--- config.mk ---
export PLATFORM = sky130hd
export DESIGN_NAME = mem_responder
export DESIGN_NICKNAME = d
export VERILOG_FILES = /design/src/rtl/mem_if_pkg.sv /design/src/rtl/mem_array.sv /design/src/rtl/mem_responder.sv
export SDC_FILE = /design/constraint.sdc
export NUM_CORES = 1
export LEC_CHECK = 0
export BUFFER_PORTS_ARGS = -buffer_cell sky130_fd_sc_hd__buf_4
export CAP_MARGIN = 20
export CORE_UTILIZATION = 45
export DETAILED_ROUTE_END_ITERATION = 8
export GPL_ROUTABILITY_DRIVEN = 0
export SLEW_MARGIN = 15
export SYNTH_ARGS = -nofsm -noshare
export SYNTH_HDL_FRONTEND = slang
export SYNTH_SLANG_ARGS = --single-unit
--- constraint.sdc ---
create_clock -name clk -period 2.2 [get_ports clk]
set_input_delay 0 -clock clk [delete_from_list [all_inputs] [get_ports clk]]
set_output_delay 0 -clock clk [all_outputs]
set_load 0.01 [all_outputs]
--- src/rtl/mem_if_pkg.sv ---
// Shared definitions for the controller <-> memory-responder command interface.
// Holds the responder state encoding, the rw encoding and the default bus
// widths so the controller FSM and the responder agree on them.
package mem_if_pkg;

  typedef enum logic [1:0] {
    IDLE      = 2'd0,
    PRECHARGE = 2'd1,
    ACCESS    = 2'd2,
    RESP      = 2'd3
  } state_t;

  localparam logic RW_READ  = 1'b0;
  localparam logic RW_WRITE = 1'b1;

  localparam int DEF_DATA_W = 8;
  localparam int DEF_ADDR_W = 4;

  // Width of a down-counter that must hold (n - 1) for the larger of two
  // phase lengths; never narrower than one bit.
  function automatic int cnt_width(input int a, input int b);
    int m;
    m = (a > b) ? a : b;
    return ($clog2(m) < 1) ? 1 : $clog2(m);
  endfunction

endpackage

--- src/rtl/mem_array.sv ---
// Small storage array behind the memory responder.
//   clk     : clock, rising edge
//   rst     : synchronous active-high clear of every word
//   we      : write enable, write happens on the rising edge
//   addr    : word address shared by the read and write port
//   wdata   : write data
//   rd_data : combinational read of mem[addr]
module mem_array
  import mem_if_pkg::*;
#(
  parameter int DATA_W = DEF_DATA_W,
  parameter int ADDR_W = DEF_ADDR_W
) (
  input  logic              clk,
  input  logic              rst,
  input  logic              we,
  input  logic [ADDR_W-1:0] addr,
  input  logic [DATA_W-1:0] wdata,
  output logic [DATA_W-1:0] rd_data
);

  localparam int DEPTH = 2 ** ADDR_W;

  logic [DATA_W-1:0] mem [DEPTH];

  // NOTE: this array is deliberately cleared on reset (reads of unwritten
  // words must return 0), so it builds from flops rather than a RAM macro.
  always_ff @(posedge clk) begin
    if (rst) begin
      for (int i = 0; i < DEPTH; i++) begin
        mem[i] <= '0;
      end
    end else if (we) begin
      mem[addr] <= wdata;
    end
  end

  assign rd_data = mem[addr];

endmodule

--- src/rtl/mem_responder.sv ---
// Target-side responder for the valid/rw command interface. Accepts one
// request at a time, runs PRECHARGE -> ACCESS (timed) -> RESP and commits a
// read or write to the internal array.
//   clk   : clock, rising edge
//   rst   : synchronous active-high reset (aborts any request, clears array)
//   valid : request strobe, honoured only in IDLE
//   rw    : 1 = write, 0 = read, sampled with valid
//   addr  : word address, sampled with valid
//   wdata : write data, sampled with valid
//   rdata : read result, held until the next read completes
//   ack   : one-cycle completion pulse (RESP state)
//   busy  : high from the accept edge until RESP ends
module mem_responder
  import mem_if_pkg::*;
#(
  parameter int DATA_W       = DEF_DATA_W,
  parameter int ADDR_W       = DEF_ADDR_W,
  parameter int READ_CYCLES  = 2,
  parameter int WRITE_CYCLES = 3
) (
  input  logic              clk,
  input  logic              rst,
  input  logic              valid,
  input  logic              rw,
  input  logic [ADDR_W-1:0] addr,
  input  logic [DATA_W-1:0] wdata,
  output logic [DATA_W-1:0] rdata,
  output logic              ack,
  output logic              busy
);

  localparam int CNT_W = cnt_width(READ_CYCLES, WRITE_CYCLES);
  localparam logic [CNT_W-1:0] READ_LOAD  = CNT_W'(READ_CYCLES - 1);
  localparam logic [CNT_W-1:0] WRITE_LOAD = CNT_W'(WRITE_CYCLES - 1);

  state_t            state_q, state_d;
  logic              rw_q;
  logic [ADDR_W-1:0] addr_q;
  logic [DATA_W-1:0] wdata_q;
  logic [CNT_W-1:0]  cnt_q;
  logic [DATA_W-1:0] rdata_q;
  logic [DATA_W-1:0] arr_rd;
  logic              commit;
  logic              arr_we;

  // The operation commits on the last ACCESS edge, i.e. before RESP, so a
  // read issued right after a write sees the new data.
  assign commit = (state_q == ACCESS) && (cnt_q == '0);
  assign arr_we = commit && (rw_q == RW_WRITE);

  mem_array #(
    .DATA_W(DATA_W),
    .ADDR_W(ADDR_W)
  ) u_array (
    .clk    (clk),
    .rst    (rst),
    .we     (arr_we),
    .addr   (addr_q),
    .wdata  (wdata_q),
    .rd_data(arr_rd)
  );

  // NOTE: sequential state uses non-blocking assignments only; the
  // combinational process below uses blocking ones.
  always_ff @(posedge clk) begin
    if (rst) begin
      state_q <= IDLE;
      rw_q    <= RW_READ;
      addr_q  <= '0;
      wdata_q <= '0;
      cnt_q   <= '0;
      rdata_q <= '0;
    end else begin
      state_q <= state_d;
      case (state_q)
        IDLE: begin
          if (valid) begin
            rw_q    <= rw;
            addr_q  <= addr;
            wdata_q <= wdata;
          end
        end
        PRECHARGE: cnt_q <= (rw_q == RW_WRITE) ? WRITE_LOAD : READ_LOAD;
        ACCESS: begin
          // Counter is only loaded in PRECHARGE, so it parks at 0 and
          // never wraps.
          if (cnt_q != '0) begin
            cnt_q <= cnt_q - 1'b1;
          end else if (rw_q == RW_READ) begin
            rdata_q <= arr_rd;
          end
        end
        default: ;
      endcase
    end
  end

  // NOTE: every output of this block gets a default first so no latch is
  // inferred on paths that do not assign it.
  always_comb begin
    state_d = state_q;
    case (state_q)
      IDLE:      if (valid) state_d = PRECHARGE;
      PRECHARGE: state_d = ACCESS;
      ACCESS:    if (cnt_q == '0) state_d = RESP;
      RESP:      state_d = IDLE;
      default:   state_d = IDLE;
    endcase
  end

  // Outputs come straight from registers: no input-to-output path.
  assign ack   = (state_q == RESP);
  assign busy  = (state_q != IDLE);
  assign rdata = rdata_q;

endmodule

==> flow_metrics.py, run 1 <==
metrics = {
    "run_status": {
        "status": "completed",
    },
    "power": {
        "p_sw_w": 0.002097,
        "swShare_pct": 27.38,
        "clkPwrFrac_pct": 35.7,
        "seqPwrFrac_pct": 46.6,
        "ir_drop_mv": 0.5175,
        "p_comb_share_pct": 17.7,
        "p_per_area_nw_per_um2": 927.1,
        "p_leak_nw": 2.977,
        "p_int_w": 0.005561,
    },
    "synth": {
        "ys.flop_type": "edfxtp_1",
        "synth_mux_area_share_pct": 11.30,
        "yosysWarnings": 0,
        "synth_top_family_by_area": "simple AND/OR/NAND/NOR gates",
        "synthAdderAreaFrac_pct": 0.8744,
        "syn_area_per_cell_um2": 13.50,
        "synth_compound_area_share_pct": 4.949,
        "synth_xor_area_share_pct": 0,
        "synth-edff-count": 128,
        "ys_types": 39,
        "synth-simple-area-share_pct": 19.17,
        "syn_area_um2": 7154,
        "ys_ff_latch": 153,
        "syn_inst": 530,
        "syn_nets": 551,
        "seq_area_frac_synth_pct": 60.72,
        "ys_async_sr_fraction_pct": 0,
    },
    "timing": {
        "finalSetupTns_ps": 0,
        "setup_viol": 0,
        "hold_viol_final": 0,
        "max_freq_ghz": 0.4972,
        "setup_ws_ps": 188.6,
        "min_period_ps": 2011,
        "fin_crit_sh_pct": 91.43,
        "maxSlewViolCount": 0,
        "clock_skew_ps": 10.97,
        "timing.slew.headroom_pct": 41.08,
        "worstMarginPinSlew_ps": 882.5,
        "rsz0062_at_grt": "no",
    },
    "cts": {
        "cts.clk_slew.worst_paths_ps": 60,
        "cts_max_level": 4,
        "cts_buffer_depth": 2,
        "cts_buffers": 17,
        "root_buffer": "clkbuf_16",
        "tritoncts": "yes",
        "clock-sinks": 153,
        "insertion_delay_ps": 420,
        "post-cts-setup-buffers": 0,
    },
    "job": {
        "cap_violations": 0,
    },
    "route": {
        "ant_nets": 0,
        "wl_um": 16460,
        "vias": 4207,
        "drtIter0Drc": 220,
        "first_pass_iters": 4,
        "drc": 0,
        "via_per_inst": 5.279,
        "routedWlPerCell_um": 20.65,
    },
    "global_route": {
        "grt_overflow": 0,
        "grt_pass1_vias": 4384,
        "grt_pass1_wl_um": 25610,
        "grt_max_degree": 38,
        "antenna_found_initial": 1,
        "track_usage_pct": 22.13,
    },
    "worst_setup_path": {
        "arrival_ps": 2120,
        "crit_fanout": 9,
        "crit_required_ps": 2310,
        "crit_path_start_kind": "flop",
        "path_class": "flop to flop",
        "crit_path_end_kind": "flop",
    },
    "place": {
        "port-buffer-count": 25,
        "place_hpwl_um": 10990,
        "place_ws_ps": 207.6,
    },
    "hold_path": {
        "hp-class": "input port to flop",
    },
    "floorplanning": {
        "num_io_pins": 26,
        "initial_core_util_pct": 46.54,
        "core_area_um2": 15370,
        "die-area_um2": 16410,
        "num_rows": 45,
        "die_h_um": 128.1,
        "fp.dieW_um": 128.1,
    },
    "layout": {
        "antennaDiodeCount": 0,
        "drive_gt1_share_pct": 18.77,
        "fillers": 1296,
        "nNetsFinal": 595,
        "syn_to_final_growth_pct": 15.46,
    },
}
## critical path, cell delays in order, from the launching register on
cell     delay, ps
dfxtp_1        340
inv_1           90
ha_1           190
and4b_1        230
nand2_1        160
nor2_1         380
or2_2          300
## power by group through the flow
stage                     logic (W)  registers (W)  clock network (W)
after floorplan            0.000961        0.00349                  0
after global placement      0.00131        0.00362                  0
after detailed placement    0.00134        0.00363                  0
after CTS                   0.00136        0.00357            0.00278
after global routing        0.00148        0.00360            0.00290
final                       0.00135        0.00357            0.00274
## worst paths after layout
kind | depth (start not counted) | slack (ps) | from | end
max reg2reg | 6 | 190 | state_q[0] | u_array.mem[13][1]
min reg2reg | 2 | 500 | addr_q[2] | addr_q[2]
min | 5 | 140 | valid | state_q[1]
max | 6 | 190 | state_q[0] | u_array.mem[13][1]
## cell usage in the layout (no fill, tap or decap), types with 8 or more instances in the layout
master	n
edfxtp_1	128
mux4_1	10
dlygate4sd3_1	14
dfxtp_1	24
o22ai_1	8
or2_1	9
nor2_2	9
and2_1	128
mux2i_1	41
a211oi_1	12
nor2_1	15
a21oi_1	15
or2_2	16
clkbuf_16	17
nand2_1	31
buf_4	41
o32ai_1	8
## area by class of cell
class / instances / area (µm²) / area share [%]
Clock inverter: 10 / 101.3 / 1.227
Inverter: 6 / 22.52 / 0.2726
Clock buffer: 21 / 440.4 / 5.332
Tap cell: 211 / 264.0 / 3.196
Timing Repair Buffer: 57 / 488.0 / 5.907
Multi-Input combinational cell: 339 / 2599 / 31.46
Sequential cell: 153 / 4345 / 52.61
## cells by family after synthesis
logic type                 count (synthesis)
and+or+nand+nor                          227
DFF                                      153
muxes                                     57
AOI/OAI and AO/OA                         50
buffers and inverters                     38
adders and majority gates                  5
## Yosys cell counts (2+ instances only)
library cell	number	area share (%)
nand2b_1	3	0.26
buf_2	5	0.35
and2_1	128	11
a211oi_2	4	0.70
nor2_2	8	0.70
nor3_4	3	0.68
buf_6	3	0.47
buf_4	4	0.42
o21ai_0	2	0.14
mux4_1	10	3.7
o32ai_1	8	0.98
nor2b_1	3	0.26
clkbuf_1	15	0.79
nor2_1	16	0.84
ha_1	5	0.87
or2_2	16	1.4
buf_1	3	0.16
mux4_2	6	1.9
a21oi_1	15	1.0
edfxtp_1	128	54
inv_1	6	0.31
a211oi_1	12	1.3
o22ai_1	8	0.70
or2_1	9	0.79
mux2i_1	41	5.7
nor2_4	2	0.31
dfxtp_1	25	7.0
nand2_1	31	1.6
## per-layer routing
metal	global-route usage (%)	vias up	share of wire (%)
li1	-	1998	-
met1	28.21	2129	44
met2	37.40	69	52
met3	5.050	11	3.6
met4	7.128	0	0.93
met5	0	-	0
## flip-flops by register name, indices dropped and copies added, names as in the netlist
| register | flops |
|---|---|
| wdata_q | 8 |
| state_q | 2 |
| cnt_q | 2 |
| rdata | 8 |
| addr_q | 4 |
| rw_q | 1 |
| u_array.mem | 128 |
## through the flow
stage               hold slack (ps)  std cells  utilization [%]  area (µm²)  total power (W)
floorplan                     136.0        530                -        7154         0.004454
global placement              257.3        752            49.29        7576         0.004938
detailed placement            261.2        752            49.29        7576         0.004970
CTS                           99.27        797            53.72        8258         0.007712
global route                  166.5        797            53.74        8260         0.007974
finish                        143.2        797            53.74        8260         0.007658
## timing repair
| item | in CTS | in global routing |
|---|---|---|
| resized for setup | 0 | 1 |
| hold endpoints to repair | 21 | 0 |
| endpoints found under the setup margin | 0 | 8 |
| hold buffers | 14 | 0 |
Note: power is estimated with default switching activity, not from simulation.
==> inputs of run 2 (changes only) <==
==> constraint.sdc (replaced) <==
create_clock -name clk -period 2.1 [get_ports clk]
set_input_delay 0 -clock clk [delete_from_list [all_inputs] [get_ports clk]]
set_output_delay 0 -clock clk [all_outputs]
set_load 0.01 [all_outputs]
==> run 2 against run 1 <==
- utilization grew 0.77 points
- largest cell class unchanged
- highest routed layer unchanged
- setup slack lost 67 ps
- critical path type unchanged
- die area is the same
- critical endpoint is now u_array.mem[15][4]
==> flow_metrics.py, run 2 (same netlist as run 1, synthesis figures left out) <==
metrics = {
    "layout": {
        "largest_register_ffs": 128,
        "drive_gt1_share_pct": 19.80,
        "syn_to_final_growth_pct": 17.10,
        "max_flop_register": "u_array.mem",
        "nNetsFinal": 600,
        "antennaDiodeCount": 0,
        "design_area_um2": 8378,
        "mostFrequentLayoutCells": "and2_1 (128), edfxtp_1 (128), buf_4 (46)",
    },
    "worst_setup_path": {
        "reg2reg_depth": 6,
        "cp_slowest_cell": "dfxtp_1",
        "regToRegEndpoint": "u_array.mem[15][4]",
        "arrival_ps": 2100,
        "crit_required_ps": 2220,
        "crit_path_cell_trace": "inv_1, ha_1, and4b_1, nand3_2, nor2_2, or2_2",
        "r2r-start": "state_q[0]",
        "crit_path_end_kind": "flop",
        "crit_fanout": 9,
        "path_class": "flop to flop",
        "critPathMaxStageDelay_ps": 340,
        "crit_path_start_kind": "flop",
        "r2r_setup_slack_ps": 120,
    },
    "power": {
        "p_per_area_nw_per_um2": 997.5,
        "p_leak_nw": 3.042,
        "finalPower_w": 0.008357,
        "ir_drop_mv": 0.5609,
    },
    "route": {
        "met1_length_um": 7099,
        "first_pass_iters": 4,
        "ant_nets": 0,
        "drtIter0Drc": 250,
        "drc": 0,
        "routedWlPerCell_um": 20.54,
        "vias": 4219,
        "routed.top_layer": "met4",
        "wl_um": 16470,
        "wl_met2_um": 8297,
        "dr_wl_met3_um": 663,
        "via_per_inst": 5.261,
    },
    "timing": {
        "max_freq_ghz": 0.5054,
        "setup_viol": 0,
        "hold_viol_final": 0,
        "setup_ws_ps": 121.3,
        "finalSetupTns_ps": 0,
        "min_period_ps": 1979,
        "worstMarginPinSlew_ps": 843.2,
        "clock_skew_ps": 6.199,
        "fin_crit_sh_pct": 94.23,
        "rsz0062_at_grt": "yes",
        "timing.slew.headroom_pct": 43.71,
        "maxSlewViolCount": 0,
    },
    "global_route": {
        "antenna_found_initial": 0,
        "grt_max_degree": 33,
        "grt_pass1_wl_um": 25500,
        "track_usage_pct": 22.17,
        "grt_pass1_vias": 4265,
        "grt_overflow": 0,
    },
    "hold_path": {
        "worstHoldEndpoint": "state_q[0]",
        "hp-start": "valid",
        "hp-class": "input port to flop",
        "timing.hold.worst_path_depth": 5,
    },
    "cts": {
        "clock-sinks": 153,
        "root_buffer": "clkbuf_16",
        "cts_buffers": 17,
        "insertion_delay_ps": 420,
        "cts_buffer_depth": 2,
        "cts_max_level": 4,
        "tritoncts": "yes",
        "cts.clk_slew.worst_paths_ps": 60,
    },
    "job": {
        "cap_violations": 0,
    },
    "floorplanning": {
        "num_rows": 45,
        "core_area_um2": 15370,
        "num_io_pins": 26,
        "die-area_um2": 16410,
        "die_h_um": 128.1,
        "initial_core_util_pct": 46.54,
        "fp.dieW_um": 128.1,
    },
    "run_status": {
        "status": "completed",
    },
    "place": {
        "dpl-instance-area_um2": 7591,
        "place_ws_ps": 114.6,
        "place_hpwl_um": 11110,
        "port-buffer-count": 25,
    },
}
[run 2: cell count changes in the layout (fill, tap and decap cells not counted), sizes merged]
cell,delta
buf,+5
bufinv,+3
clkbuf,-3
clkinv,+2
inv,-2
[run 2: area by class of cell]
class	count	area, µm²
clock inverter	13	182.7
timing repair buffer	62	525.5
multi-input combinational	339	2609
inverter	6	22.52
clock buffer	18	429.2
sequential	153	4345
fill	1289	6993
tap	211	264.0
[run 2: metal layers]
metal / global-route usage [%] / vias up
met5: 0 / -
met4: 9.827 / 0
met3: 4.341 / 31
met2: 36.92 / 82
met1: 28.13 / 2094
li1: - / 2012
[run 2: critical path: cells and delay by family (launching register included)]
kind                     cells  cell delay (ps)
adder cells (fa/ha/maj)      1              190
flip-flops                   1              340
buffers and inverters        1               90
AND/OR/NAND/NOR              4             1050
[run 2: worst max-delay path by stage]
stage                    start            endpoint  slack, ps  cells past startpoint
finish              state_q[0]  u_array.mem[15][4]        120                      6
global route        state_q[0]  u_array.mem[15][4]        -30                      6
CTS                 state_q[0]   u_array.mem[7][5]        120                      6
detailed placement  state_q[0]   u_array.mem[7][2]        110                      6
global placement    state_q[0]   u_array.mem[0][5]        190                      6
floorplan           state_q[0]   u_array.mem[2][0]        270                      6
[run 2: what timing repair did]
item | CTS | global route
endpoints found under the setup margin | 0 | 35
resized for setup | 0 | 3
hold buffers | 14 | 0
hold endpoints to repair | 21 | 0
buffers inserted | 0 | 3
[run 2: report_power, final]
| group | leakage [nW] | total [W] | switching [W] | internal, W |
|---|---|---|---|---|
| Sequential | 1.53 | 0.00373 | 0.000238 | 0.00349 |
| Combinational | 1.22 | 0.00144 | 0.000818 | 0.000617 |
| Clock | 0.299 | 0.00319 | 0.00113 | 0.00207 |
[run 2: stage by stage]
stage	utilization [%]	std cells	hold WS, ps
floorplan	-	530	136.0
global placement	49.39	754	256.3
detailed placement	49.39	754	260.3
CTS	54.28	799	76.29
global route	54.51	802	79.88
finish	54.51	802	99.78
==> inputs of run 3 (changes only) <==
--- a/config.mk
+++ b/config.mk
@@ -13,4 +13,5 @@
 export SLEW_MARGIN = 15
 export SYNTH_ARGS = -nofsm -noshare
 export SYNTH_HDL_FRONTEND = slang
+export SYNTH_HIERARCHICAL = 1
 export SYNTH_SLANG_ARGS = --single-unit
==> run 3 against run 2 <==
- critical path depth is the same
- hold slack better by 270 ps
- setup slack got worse by 11 ps
- synthesized cell count decreased by 5.8%
- utilization decreased by 0.090 points
- sequential share of layout area is 0.86 points higher
- sequential power down 1%
- combinational power is 19% lower
- die area shrank 2.8%
- clock power is 4% lower
- sequential cell count stayed put
- design area fell by 1.6%
==> flow_metrics.py, run 3 <==
metrics = {
    "timing": {
        "finalSetupTns_ps": 0,
        "hold_viol_final": 0,
        "worstMarginPinSlew_ps": 797.2,
        "max_freq_ghz": 0.5027,
        "rsz0062_at_grt": "no",
        "clock_skew_ps": 16.94,
        "maxSlewViolCount": 0,
        "setup_viol": 0,
        "timing.slew.headroom_pct": 46.78,
        "fin_crit_sh_pct": 94.73,
        "min_period_ps": 1989,
    },
    "cts": {
        "insertion_delay_ps": 440,
        "cts_buffer_depth": 2,
        "cts_buffers": 17,
        "root_buffer": "clkbuf_16",
        "cts_max_level": 4,
        "clock-sinks": 153,
        "cts.clk_slew.worst_paths_ps": 60,
        "tritoncts": "yes",
    },
    "global_route": {
        "use_met1_pct": 28.96,
        "grt_pass1_wl_um": 24900,
        "grt_pass1_vias": 4297,
        "grt_max_degree": 46,
        "grtUsageMet3_pct": 4.555,
        "grt_overflow": 0,
        "track_usage_pct": 21.81,
        "met2_usage_pct": 35.88,
        "antenna_found_initial": 0,
        "gr-max-usage-layer": "met2",
    },
    "route": {
        "drtIter0Drc": 341,
        "ant_nets": 0,
        "routedWlPerCell_um": 20.97,
        "vias": 4101,
        "drc": 0,
        "first_pass_iters": 4,
        "wl_um": 15880,
        "via_per_inst": 5.417,
    },
    "worst_setup_path": {
        "crit_path_start_kind": "flop",
        "crit_fanout": 8,
        "arrival_ps": 2120,
        "path_class": "flop to flop",
        "reg2reg_depth": 6,
        "crit_required_ps": 2230,
        "crit_path_end_kind": "flop",
    },
    "synth": {
        "synth_area_leader_cell": "edfxtp_1",
        "synth_top_area_share_pct": 55.29,
        "syn_area_per_cell_um2": 13.93,
        "yosys-top-cells-count": "and2_1 (129), edfxtp_1 (128), nand2_1 (37), mux4_2 (32), dfxtp_1 (25)",
        "synthTopCellsByArea": "edfxtp_1 (55%), and2_1 (12%), mux4_2 (10%)",
        "ys_types": 37,
        "synth_most_common_cell": "and2_1",
        "ys_ff_latch": 153,
        "ys.flop_type": "edfxtp_1",
        "syn_area_um2": 6952,
        "synth-edff-count": 128,
        "ys_async_sr_fraction_pct": 0,
        "syn_nets": 522,
        "yosysWarnings": 6,
        "seq_area_frac_synth_pct": 62.49,
        "syn_inst": 499,
    },
    "hold_path": {
        "timing.hold.worst_path_depth": 4,
        "hp-class": "input port to flop",
    },
    "place": {
        "port-buffer-count": 25,
        "dpl-instance-area_um2": 7468,
        "place_hpwl_um": 10350,
    },
    "floorplanning": {
        "die_h_um": 126.3,
        "initial_core_util_pct": 45.90,
        "die-area_um2": 15950,
        "core_area_um2": 15150,
        "num_io_pins": 26,
        "num_rows": 45,
        "fp.dieW_um": 126.3,
    },
    "layout": {
        "finish.utilization_pct": 54.42,
        "largest_register_ffs": 128,
        "fillers": 1241,
        "antennaDiodeCount": 0,
        "syn_to_final_growth_pct": 18.56,
        "mostFrequentLayoutCells": "and2_1 (129), edfxtp_1 (128), buf_4 (47)",
        "drive_gt1_share_pct": 24.08,
        "layout_commonest_cell": "and2_1",
        "design_area_um2": 8242,
        "nNetsFinal": 579,
        "max_flop_register": "u_array/mem",
    },
    "run_status": {
        "status": "completed",
    },
    "power": {
        "ir_drop_mv": 0.6092,
        "p_per_area_nw_per_um2": 959.8,
        "p_leak_nw": 3.098,
    },
    "job": {
        "cap_violations": 0,
    },
}
==> run 3: final timing paths <==
kind	slack [ps]	start	end
max	110	cnt_q[0]	u_array/mem[0][4]
min	370	wdata[7]	wdata_q[7]
max reg2reg	110	cnt_q[0]	u_array/mem[0][4]
min reg2reg	500	rdata[4]	rdata[4]
==> run 3: cell families after synthesis <==
logic type	after synthesis	synth area share (%)
buffers and inverters	33	2.268
AOI/OAI and AO/OA	39	3.636
DFF	153	62.49
adders and majority gates	7	1.260
muxes	40	11.52
and+or+nand+nor	227	18.83
==> run 3: per-stage QoR <==
step                      power (W)  setup WS [ps]  hold WS (ps)  cells
after floorplan            0.004430          3.353         136.0    499
after global placement     0.004860          118.6         248.0    710
after detailed placement   0.004891          59.70         257.2    710
after CTS                  0.007962          39.92         348.8    757
after global routing       0.008223          11.11         384.6    757
final                      0.007910          110.7         365.5    757
==> run 3: critical path, cell delays in order, from the launching register on <==
cell	delay, ps
dfxtp_1	310
inv_1	90
ha_1	180
and3_2	240
or4b_4	530
nor3_4	150
or2_4	210
==> run 3: metal layers <==
| layer | vias up | part of all wire [%] |
|---|---|---|
| met5 | - | 0 |
| met4 | 0 | 1.4 |
| met3 | 15 | 6.0 |
| met2 | 116 | 50 |
| met1 | 2053 | 43 |
| li1 | 1917 | - |
==> run 3: final cells by class <==
class                   instances  area [µm²]  area share, %
flip-flops and latches        153        4345          52.73
multi-input cells             313        2467          29.94
repair buffers                 65       563.0          6.832
clock buffers                  23       521.8          6.331
well taps                     188       235.2          2.854
clock inverters                 9       86.33          1.048
inverters                       6       22.52         0.2733
==> run 3: what timing repair did <==
item                       4_1_cts  5_1_grt
buffers inserted                 0        0
hold endpoints to repair        21        0
setup endpoints to repair        0       40
hold buffers                    15        0
resized for setup                0        5
==> run 3: report_power, final <==
group	total [W]	internal, W	switching (W)
logic	0.00117	0.000546	0.000621
clock network	0.00307	0.00187	0.00120
registers	0.00368	0.00345	0.000230
total	0.00791	0.00586	0.00205
